$ cat config.mk
export PLATFORM = sky130hd
export DESIGN_NAME = enc_par_scheduler_flat
export DESIGN_NICKNAME = d
export VERILOG_FILES = /design/src/rtl/enc_par_scheduler_if.sv /design/src/rtl/enc_par_scheduler.sv /design/src/flat_wrapper.sv
export SDC_FILE = /design/constraint.sdc
export NUM_CORES = 1
export LEC_CHECK = 0
export ABC_AREA = 1
export BUFFER_PORTS_ARGS = -buffer_cell sky130_fd_sc_hd__clkbuf_2
export CORE_AREA = 2 2 127 129
export DETAILED_ROUTE_END_ITERATION = 7
export DIE_AREA = 0 0 129 131
export PLACE_DENSITY_LB_ADDON = 0.1
export SLEW_MARGIN = 20
export SYNTH_ARGS = -nofsm -noshare
export SYNTH_HDL_FRONTEND = slang
export SYNTH_SLANG_ARGS = --single-unit
$ cat constraint.sdc
create_clock -name clk -period 5.3 [get_ports clk]
set_clock_uncertainty 0.2 [all_clocks]
set_input_delay 1.325 -clock clk [delete_from_list [all_inputs] [get_ports clk]]
set_output_delay 1.325 -clock clk [all_outputs]
set_load 0.01 [all_outputs]
$ cat src/rtl/enc_par_scheduler_if.sv
// rtl/enc_par_scheduler_if.sv - message-in / codeword-out stream bundle of the RS encoder scheduler
interface enc_par_scheduler_if #(
  parameter int EGF_DIM = 8,
  parameter int ENC_WID = 4
);
  logic                       in_valid;
  logic                       in_ready;
  logic [ENC_WID*EGF_DIM-1:0] in_data;
  logic                       out_valid;
  logic                       out_ready;
  logic [ENC_WID*EGF_DIM-1:0] out_data;
  logic                       out_par;
  logic                       out_last;

  // master drives messages and sinks codewords; slave is the scheduler
  modport master (
    output in_valid, in_data, out_ready,
    input  in_ready, out_valid, out_data, out_par, out_last
  );

  modport slave (
    input  in_valid, in_data, out_ready,
    output in_ready, out_valid, out_data, out_par, out_last
  );
endinterface

$ cat src/rtl/enc_par_scheduler.sv
// rtl/enc_par_scheduler.sv - sequences message beats then parity beats of one RS codeword
module enc_par_scheduler #(
  parameter int EGF_DIM     = 8,
  parameter int RSC_MSG_LEN = 224,
  parameter int RSC_PAR_LEN = 32,
  parameter int ENC_WID     = 4
) (
  input  logic                           clk,
  input  logic                           rst_n,
  enc_par_scheduler_if.slave             strm,
  output logic                           pro_clr_o,
  output logic                           pro_en_o,
  input  logic                           pro_finish_i,
  input  logic [RSC_PAR_LEN*EGF_DIM-1:0] par_buf_data_i,
  output logic                           err_o
);

  localparam int MSG_BEATS = RSC_MSG_LEN / ENC_WID;
  localparam int PAR_BEATS = RSC_PAR_LEN / ENC_WID;
  localparam int CNT_MAX   = (MSG_BEATS > PAR_BEATS) ? MSG_BEATS : PAR_BEATS;
  localparam int CNT_W     = (CNT_MAX > 1) ? $clog2(CNT_MAX) : 1;
  localparam int BEAT_W    = ENC_WID * EGF_DIM;
  localparam int PAR_W     = RSC_PAR_LEN * EGF_DIM;
  localparam int PIDX_W    = (PAR_W > 1) ? $clog2(PAR_W) : 1;

  localparam logic [CNT_W-1:0] MSG_LAST = CNT_W'(MSG_BEATS - 1);
  localparam logic [CNT_W-1:0] PAR_LAST = CNT_W'(PAR_BEATS - 1);

  typedef enum logic [1:0] {IDLE, MSG, WAIT, PAR} state_e;

  state_e             state_q, state_d;
  logic [CNT_W-1:0]   cnt_q, cnt_d;
  logic               err_q, err_d;
  logic [PIDX_W-1:0]  par_base;
  logic [BEAT_W-1:0]  par_beat;

  always_ff @(posedge clk or negedge rst_n) begin
    if (!rst_n) begin
      state_q <= IDLE;
      cnt_q   <= '0;
      err_q   <= 1'b0;
    end else begin
      state_q <= state_d;
      cnt_q   <= cnt_d;
      err_q   <= err_d;
    end
  end

  always_comb begin
    state_d        = state_q;
    cnt_d          = cnt_q;
    err_d          = err_q | (pro_finish_i && (state_q != WAIT));
    pro_clr_o      = 1'b0;
    pro_en_o       = 1'b0;
    strm.in_ready  = 1'b0;
    strm.out_valid = 1'b0;
    strm.out_data  = '0;
    strm.out_par   = 1'b0;
    strm.out_last  = 1'b0;
    par_base       = PIDX_W'(cnt_q) * PIDX_W'(BEAT_W);
    par_beat       = par_buf_data_i[par_base +: BEAT_W];

    case (state_q)
      IDLE: begin
        if (strm.in_valid) begin
          pro_clr_o = 1'b1;
          state_d   = MSG;
          cnt_d     = '0;
        end
      end
      MSG: begin
        // pass-through: a beat moves only when both ends can move it
        strm.in_ready  = strm.out_ready;
        strm.out_valid = strm.in_valid;
        strm.out_data  = strm.in_data;
        pro_en_o       = strm.in_valid && strm.out_ready;
        if (pro_en_o) begin
          if (cnt_q == MSG_LAST) begin
            cnt_d   = '0;
            state_d = WAIT;
          end else begin
            cnt_d = cnt_q + 1'b1;
          end
        end
      end
      WAIT: begin
        if (pro_finish_i) begin
          state_d = PAR;
        end
      end
      PAR: begin
        strm.out_valid = 1'b1;
        strm.out_par   = 1'b1;
        strm.out_data  = par_beat;
        strm.out_last  = (cnt_q == PAR_LAST);
        if (strm.out_ready) begin
          if (cnt_q == PAR_LAST) begin
            cnt_d   = '0;
            state_d = IDLE;
          end else begin
            cnt_d = cnt_q + 1'b1;
          end
        end
      end
      default: state_d = IDLE;
    endcase
  end

  assign err_o = err_q;

endmodule

$ cat src/flat_wrapper.sv
// flat-port wrapper written by rule: the top's interface ports become plain ports
module enc_par_scheduler_flat 
#(
  parameter int EGF_DIM     = 8,
  parameter int RSC_MSG_LEN = 224,
  parameter int RSC_PAR_LEN = 32,
  parameter int ENC_WID     = 4
)
  (clk, rst_n, pro_clr_o, pro_en_o, pro_finish_i, par_buf_data_i, err_o, strm_in_valid, strm_in_data, strm_out_ready, strm_in_ready, strm_out_valid, strm_out_data, strm_out_par, strm_out_last);
  enc_par_scheduler_if #(.EGF_DIM(EGF_DIM), .ENC_WID(ENC_WID)) strm_i ();
  input  logic clk;
  input  logic rst_n;
  output logic pro_clr_o;
  output logic pro_en_o;
  input  logic pro_finish_i;
  input  logic [RSC_PAR_LEN*EGF_DIM-1:0] par_buf_data_i;
  output logic err_o;
  input wire logic [$bits(strm_i.in_valid)-1:0] strm_in_valid;
  input wire logic [$bits(strm_i.in_data)-1:0] strm_in_data;
  input wire logic [$bits(strm_i.out_ready)-1:0] strm_out_ready;
  output wire logic [$bits(strm_i.in_ready)-1:0] strm_in_ready;
  output wire logic [$bits(strm_i.out_valid)-1:0] strm_out_valid;
  output wire logic [$bits(strm_i.out_data)-1:0] strm_out_data;
  output wire logic [$bits(strm_i.out_par)-1:0] strm_out_par;
  output wire logic [$bits(strm_i.out_last)-1:0] strm_out_last;
  assign strm_i.in_valid = strm_in_valid;
  assign strm_i.in_data = strm_in_data;
  assign strm_i.out_ready = strm_out_ready;
  assign strm_in_ready = strm_i.in_ready;
  assign strm_out_valid = strm_i.out_valid;
  assign strm_out_data = strm_i.out_data;
  assign strm_out_par = strm_i.out_par;
  assign strm_out_last = strm_i.out_last;
  enc_par_scheduler #(.EGF_DIM(EGF_DIM), .RSC_MSG_LEN(RSC_MSG_LEN), .RSC_PAR_LEN(RSC_PAR_LEN), .ENC_WID(ENC_WID)) u_core (.clk(clk), .rst_n(rst_n), .strm(strm_i), .pro_clr_o(pro_clr_o), .pro_en_o(pro_en_o), .pro_finish_i(pro_finish_i), .par_buf_data_i(par_buf_data_i), .err_o(err_o));
endmodule
# Word-level counts from Yosys, hierarchy flattened
# Index checks and enable logic that the tools add are counted.
[word_totals]
wordCells = 45
ff_bits = 9
output_inout_bits = 39
inputBits = 293
[classes]
bitwise_logic = 1
shift = 1
eq_ne = 12
n_addsub = 1
reduce_logical = 6
muxes = 21
[op_table]
columns = ["op", "count"]
rows = [
  ["$shiftx A256 B9 Y32", 1],
  ["$pmux W32 S2", 1],
  ["$mux W6", 5],
  ["$pmux W6 S3", 1],
  ["$mux W2", 6],
  ["$ne A2 B2 Y1 const B", 4],
  ["$pmux W2 S4", 1],
  ["$add A6 B1 Y6 const B", 1],
  ["$eq A6 B3 Y1 const B", 1],
  ["$eq A6 B6 Y1 const B", 1],
  ["$mux W1", 6],
  ["$ne A2 B1 Y1 const B", 3],
  ["$reduce_and A6 Y1", 1],
  ["$eq A2 B2 Y1 const B", 2],
  ["$reduce_and A4 Y1", 1],
  ["$reduce_bool A3 Y1", 1],
  ["$eq A2 B1 Y1 const B", 1],
  ["$logic_and A1 B1 Y1", 2],
  ["$logic_not A2 Y1", 1],
  ["$pmux W1 S2", 1],
  ["$or A1 B1 Y1", 1],
]

# Logic depth before layout (Yosys ltp)
# Gate-level depths: netlist of run 1.
[depth]
depth_word = 4
ltp_mapped = 10
ltp_nobuf = 9

# Worst setup path after synthesis of run 1
# OpenSTA, ideal clock, no wires.
[synth_timing]
kind = "in2out"
start = "in par_buf_data_i[78]"
end = "out strm_out_data[14]"
t_arrival_ps = 1722
t_required_ps = 3775
path_buffers = 0
cell_stages = 6
slack_ps = 2053
path_cell_list = "nor2_1 -> nor2_1 -> o21ai_0 -> nand3_1 -> nand3_1 -> nand2_1"
[synth_via]
elab_chain_cells = 2
[synth_lines]
columns = ["item", "line_no", "source"]
rows = [
  ["from (decl)", "flat_wrapper.sv:16", "input logic [RSC_PAR_LEN*EGF_DIM-1:0] par_buf_data_i;"],
  ["$shiftx A256 B9 Y32", "enc_par_scheduler.sv:61", "par_beat = par_buf_data_i[par_base +: BEAT_W];"],
  ["$pmux W32 S2", "enc_par_scheduler.sv:63", "case (state_q)"],
  ["to (decl)", "flat_wrapper.sv:23", "output wire logic [$bits(strm_i.out_data)-1:0] strm_out_data;"],
]
# No other way between the ends.

# Worst setup path in the final report of run 1
[layout_timing]
start = "reg u_core.cnt_q[0]"
end = "out strm_out_data[31]"
[layout_via]
elab_chain_cells = 2
[layout_lines]
columns = ["item", "line_no", "source"]
rows = [
  ["from (decl)", "enc_par_scheduler.sv:32", "logic [CNT_W-1:0] cnt_q, cnt_d;"],
  ["from (signal assigned)", "enc_par_scheduler.sv:44", "cnt_q <= cnt_d;"],
  ["$shiftx A256 B9 Y32", "enc_par_scheduler.sv:61", ""],
  ["$pmux W32 S2", "enc_par_scheduler.sv:63", ""],
]
# No other way between the ends.

==> out/metrics.csv, run 1 <==
metric;value;unit
sequential area share after synthesis;6.32;%
Distinct cells, synth;19;
number of synthesized register bits;9;
Residual DRC;0;
worst slack at placement;1410;ps
cts hold-fix bufs;0;
port buffer count;331;
worst min path class;reg2reg;
area of the core;15600;sq um
synthesized cell area;3560;sq um
crit start category;flip-flop;
PD cells;398;nW/um^2
DRT iter0 DRCs;287;
maximum fanout along the worst path;77;
Reg-to-Reg End;u_core.cnt_q[5]$_DFFE_PN0P_;
latest clock arrival within the worst-skew pair;240;ps
Worst R2R Setup Slack;2910;ps
period utilization;78.6;%
Max-slew headroom;39.6;%
Hold EP;u_core.err_o$_DFF_PN0_;
CP max stage cell;dfrtp_4;
Critical Path AT;2640;ps
# resized after CTS;0;
crit path kind;reg2out;
Slew Limit Fails;0;
WL final;17600;microns
CTS max path bufs;2;
Die Footprint;16900;sq um
Initial Util;22.8;%
Post-synth EDFFs;0;
outcome;finished clean;
cells on worst reg2reg path;7;
setup tns final;0;ps
RSZ-0062 raised after global routing;no;
crit end category;output port;
# IOs;332;
post-synthesis instance total;792;
routed via count;5671;
Min Clock Period, post-route;4160;ps
die height;131;microns
Slowest Stage Delay on Critical Path;720;ps
diode count;0;
vias in the first global route;5157;
Max Cap Viol;0;
final worst slack;1140;ps
fmax;0.240;GHz
WP data required;3770;ps
cells along the critical path;inv_4, buf_12, nand2_1, nand2_1, nand2_1, nand3_1, nand3_1, nand2_1, clkbuf_2;
Max VDD drop;0.253;mV
antenna violations before repair;0;
clk slew on worst S/H paths;40;ps
ys async rst share;100;%
Worst-Margin Slew;906;ps
antenna-violating nets left;0;
DR WL/cell;13.6;microns
CTS tree;built;
CTS Buf Count;3;
TritonRoute pass-1 iters;6;
# nets final;1376;
total number of yosys warnings;0;
Final Hold Viols;0;
P_leak;3.43;nW
Post-CTS Setup Repair Bufs;0;
most used flip-flop cell after synthesis;dfrtp_1;
DP Wirelength;13200;microns
# rows;46;
largest net degree at the start of global routing;78;
GP Congestion;0.820;
global-route wire length before repair;25800;microns
Syn Area/Cell;4.50;sq um
Total GRT Usage;18.8;%
Top delay family on crit path;buffers and inverters;
Via density;4.39;
worst hold path startpoint;u_core.err_o$_DFF_PN0_;
Area growth, synth to finish;48.4;%
final setup vio count;0;
Hold Path Depth;1;
root buffer cell;clkbuf_16;
Sink Count;9;
htree depth;1;
layout cells sized above 1;32.3;%
Mapped Nets;1091;
Top cell by count, worst path;nand2_1;
global route overflow;0;
Bufs and invs on worst path;3;
Reg2Reg Launch Point;u_core.cnt_q[0]$_DFFE_PN0P_;
Chip Width;129;microns
Fill cells;1913;
==> worst reg2reg max path, cell delays in order (launching register included) <==
cell     delay (ps)
dfrtp_4         840
inv_4           460
buf_12          320
nor2_4          210
nand4_1          90
nand2_1          70
nand3_1          70
nand2_1          70
==> cell families (layout without fill, tap and decap cells) <==
kind of cell             after synthesis  in the layout  share of synthesized area [%]
flip-flops                             9              9                           6.32
AO/OA/AOI/OAI                         41             41                           5.83
XOR/XNOR                               1              1                          0.246
adder cells (fa/ha/maj)                6              6                           2.11
buffers and inverters                 74            358                           11.8
AND/OR/NAND/NOR                      661            661                           73.7
==> state kept, by name, summed over array words and instances (netlist names) <==
name and count:
u_core.cnt_q 6, u_core.state_q 2, u_core.err_o 1
==> per-layer routing <==
layer / global-route usage [%] / up-vias / routed length [microns]
li1: - / 3028 / -
met1: 24.1 / 2413 / 7780
met2: 34.5 / 211 / 8620
met3: 1.95 / 19 / 934
met4: 2.88 / 0 / 221
met5: 0 / - / 0
==> per-stage QoR <==
stage	cell area [sq um]	power [mW]	hold slack, ps	std cells	util (%)
3_3_place_gp	5210	1.99	255	1288	33.4
6_report	5290	2.11	253	1292	33.9
5_1_grt	5290	2.39	280	1292	33.9
3_5_place_dp	5210	1.99	250	1288	33.4
2_1_floorplan	3560	1.54	293	792	-
4_1_cts	5290	2.14	260	1292	33.9
==> area by class of cell <==
type                       count  area [sq um]  area share, %
clock buffer                   4          78.8           1.49
tap                          216           270           5.11
inverter                      16          63.8           1.21
sequential                     9           229           4.33
timing repair buffer         338          1720           32.6
multi-input combinational    709          2920           55.3
==> worst max-delay path by stage <==
stage                                startpoint                end  slack (ps)  cells past startpoint
finish              u_core.cnt_q[0]$_DFFE_PN0P_  strm_out_data[31]        1140                      9
CTS                 u_core.cnt_q[0]$_DFFE_PN0P_   strm_out_data[7]        1160                      9
detailed placement  u_core.cnt_q[0]$_DFFE_PN0P_   strm_out_data[7]        1410                      9
floorplan                    par_buf_data_i[78]  strm_out_data[14]        2050                      6
global route        u_core.cnt_q[0]$_DFFE_PN0P_  strm_out_data[13]         970                      9
global placement    u_core.cnt_q[0]$_DFFE_PN0P_  strm_out_data[31]        1380                      9
==> where the power goes <==
| group | switching [mW] | internal (mW) |
|---|---|---|
| combinational | 1.17 | 0.626 |
| clock | 0.0343 | 0.101 |
| sequential | 0.0835 | 0.0872 |
| total | 1.29 | 0.814 |
==> cells in the mapped netlist (5+ instances only) <==
cell type / count / area [sq um]
inv_1: 14 / 52.6
buf_6: 13 / 146
nor2_1: 74 / 278
buf_4: 5 / 37.5
o21ai_0: 34 / 170
buf_1: 5 / 18.8
nand2_1: 478 / 1790
clkbuf_1: 15 / 56.3
dfrtp_1: 9 / 225
buf_2: 20 / 100
nand3_1: 105 / 526
a21oi_1: 6 / 30.0
ha_1: 6 / 75.1
==> cell usage in the layout (no fill, tap or decap) <==
| cell | instances |
|---|---|
| nor2_4 | 1 |
| clkbuf_1 | 1 |
| clkinv_2 | 1 |
| dfrtp_4 | 1 |
| inv_4 | 1 |
| clkbuf_2 | 331 |
| nand2_1 | 478 |
| a21o_1 | 1 |
| buf_12 | 1 |
| or2_2 | 1 |
| nand4_1 | 2 |
| o21ai_0 | 34 |
| inv_1 | 14 |
| a21oi_1 | 6 |
| dfrtp_1 | 8 |
| nand3_1 | 105 |
| xnor2_1 | 1 |
| ha_2 | 2 |
| clkbuf_16 | 3 |
| nor2_1 | 74 |
| ha_1 | 4 |
| buf_4 | 6 |
Note: power is estimated with default switching activity, not from simulation.
==> inputs of run 2 (changes only) <==
--- a/config.mk
+++ b/config.mk
@@ -5,11 +5,11 @@
 export SDC_FILE = /design/constraint.sdc
 export NUM_CORES = 1
 export LEC_CHECK = 0
-export ABC_AREA = 1
+export ABC_AREA = 0
 export BUFFER_PORTS_ARGS = -buffer_cell sky130_fd_sc_hd__clkbuf_2
-export CORE_AREA = 2 2 127 129
+export CORE_AREA = 2 2 128 130
 export DETAILED_ROUTE_END_ITERATION = 7
-export DIE_AREA = 0 0 129 131
+export DIE_AREA = 0 0 130 132
 export PLACE_DENSITY_LB_ADDON = 0.1
 export SLEW_MARGIN = 20
 export SYNTH_ARGS = -nofsm -noshare
==> constraint.sdc (replaced) <==
create_clock -name clk -period 3.6 [get_ports clk]
set_clock_uncertainty 0.2 [all_clocks]
set_input_delay 0.9 -clock clk [delete_from_list [all_inputs] [get_ports clk]]
set_output_delay 0.9 -clock clk [all_outputs]
set_load 0.01 [all_outputs]
==> out/metrics.csv, run 2 <==
metric;value;unit
number of flip-flops in the largest register;6;
Sink Count;9;
WP data required;2500;ps
P_leak;2.61;nW
layout cells sized above 1;61.1;%
Max VDD drop;0.200;mV
sequential area share after synthesis;7.71;%
Synth area leader;mux4_2;
Max Cap Viol;0;
cts hold-fix bufs;0;
Chip Width;130;microns
ys async rst share;100;%
die height;132;microns
cells along the critical path;buf_12, mux4_2, o211ai_1, nand2_1, clkbuf_2;
crit end category;output port;
commonest cells after routing, fill and taps aside;clkbuf_2, nand2_1, mux2i_1;
Syn Area/Cell;8.91;sq um
final setup vio count;0;
Initial Util;18.6;%
largest cells by area after synthesis;mux4_2, mux2i_1, nand2_1, a22oi_1, o211ai_1;
DRT iter0 DRCs;128;
Die Footprint;17200;sq um
Post-CTS Setup Repair Bufs;0;
WL final;14200;microns
Hold Path Depth;1;
top post-synthesis cells by count;nand2_1, mux2i_1, a22oi_1, mux4_2, o211ai_1;
Slowest Stage Delay on Critical Path;630;ps
crit start category;flip-flop;
Max-slew headroom;38.7;%
Distinct cells, synth;40;
# placed instances;855;
# rows;46;
# resized after CTS;0;
clk slew on worst S/H paths;40;ps
antenna-violating nets left;0;
vias in the first global route;4128;
latest clock arrival within the worst-skew pair;240;ps
cells on worst reg2reg path;6;
most used flip-flop cell after synthesis;dfrtp_1;
global route overflow;0;
port buffer count;331;
Area growth, synth to finish;67.5;%
Clk pwr share;12.6;%
root buffer cell;clkbuf_16;
Total GRT Usage;15.6;%
post-synthesis instance total;328;
CTS max path bufs;2;
switch share;44.5;%
synthesized cell area;2920;sq um
RSZ-0062 raised after global routing;no;
count of non-filler cells in the finished layout;859;
maximum fanout along the worst path;29;
antenna violations before repair;0;
Area after DPL;4810;sq um
Power Internal;0.865;mW
CTS Buf Count;3;
most common cell after layout, fill and taps aside;clkbuf_2;
period utilization;90.4;%
CTS tree;built;
DP Wirelength;12000;microns
Worst-Margin Slew;917;ps
area of the core;15700;sq um
TritonRoute pass-1 iters;4;
crit path kind;reg2out;
Biggest register;u_core.cnt_q;
total number of yosys warnings;0;
global-route wire length before repair;21000;microns
fmax;0.307;GHz
# IOs;332;
sequential share of power;11.5;%
Psw;0.694;mW
DR WL/cell;16.5;microns
Mapped Nets;627;
routed via count;3916;
PD cells;319;nW/um^2
Via density;4.56;
htree depth;1;
Slew Limit Fails;0;
worst min path class;reg2reg;
top-count cell post-synth;nand2_1;
Critical Path AT;2150;ps
diode count;0;
CP max stage cell;dfrtp_4;
setup tns final;0;ps
largest net degree at the start of global routing;42;
fin area;4890;sq um
combinational power share;75.9;%
post-synth top area share;24.7;%
Min Clock Period, post-route;3250;ps
outcome;finished clean;
Final Hold Viols;0;
number of synthesized register bits;9;
Residual DRC;0;
Post-synth EDFFs;0;
# nets final;943;
GP Congestion;0.781;
## run 2: worst max-delay path, delay by kind of cell (launching register included)
family | cells | cell delay (ps)
simple gates | 1 | 80
compound gates | 1 | 250
flops | 1 | 630
mux | 1 | 530
buf+inv | 2 | 410
## run 2: worst paths after layout
| path | slack [ps] | endpoint | from |
|---|---|---|---|
| max in group asynchronous | 2630 | u_core.cnt_q[0]$_DFFE_PN0P_ | rst_n |
| hold / removal | 250 | u_core.err_o$_DFF_PN0_ | u_core.err_o$_DFF_PN0_ |
| hold reg to reg | 250 | u_core.err_o$_DFF_PN0_ | u_core.err_o$_DFF_PN0_ |
| setup / recovery | 350 | strm_out_data[6] | u_core.cnt_q[0]$_DFFE_PN0P_ |
| min in group asynchronous | 330 | u_core.cnt_q[3]$_DFFE_PN0P_ | rst_n |
| setup reg to reg | 1110 | u_core.cnt_q[5]$_DFFE_PN0P_ | u_core.state_q[1]$_DFFE_PN0P_ |
## run 2: per-stage QoR
stage	hold slack (ps)	worst slack (ps)	util [%]	power, mW
finish	255	347	31.1	1.56
global route	281	192	31.1	1.70
CTS	253	282	31.1	1.59
detailed placement	245	485	30.6	1.39
global placement	241	464	30.6	1.38
floorplan	293	897	-	0.959
## run 2: kinds of logic (layout without fill, tap and decap cells)
logic type / count (synthesis) / after routing / synth area share (%)
flip-flops: 9 / 9 / 7.71
multiplexers: 98 / 98 / 47.3
AO/OA/AOI/OAI: 81 / 81 / 20.6
buffers and inverters: 42 / 357 / 7.71
adder cells (fa/ha/maj): 6 / 6 / 2.57
AND/OR/NAND/NOR: 91 / 91 / 13.7
XOR/XNOR: 1 / 1 / 0.300
## run 2: routing by layer
metal | global-route usage, % | share of wire, % | vias up | routed length (microns)
met5 | 0 | 0 | - | 0
met4 | 2.69 | 0.94 | 0 | 133
met3 | 2.52 | 7.4 | 8 | 1040
met2 | 31.3 | 55 | 203 | 7740
met1 | 16.9 | 37 | 1789 | 5240
li1 | - | - | 1916 | -
## run 2: layout make-up
type | instances | area, sq um
Timing Repair Buffer | 348 | 1810
Sequential cell | 9 | 231
Tap cell | 216 | 270
Clock buffer | 4 | 78.8
Multi-Input combinational cell | 277 | 2480
Inverter | 5 | 18.8
Fill cell | 1721 | 10800
## run 2: power groups by stage
stage               clock network (mW)  registers [mW]  logic [mW]
CTS                              0.203           0.181        1.21
floorplan                            0           0.133       0.826
global route                     0.213           0.187        1.30
detailed placement                   0           0.182        1.20
finish                           0.197           0.179        1.18
global placement                     0           0.181        1.20
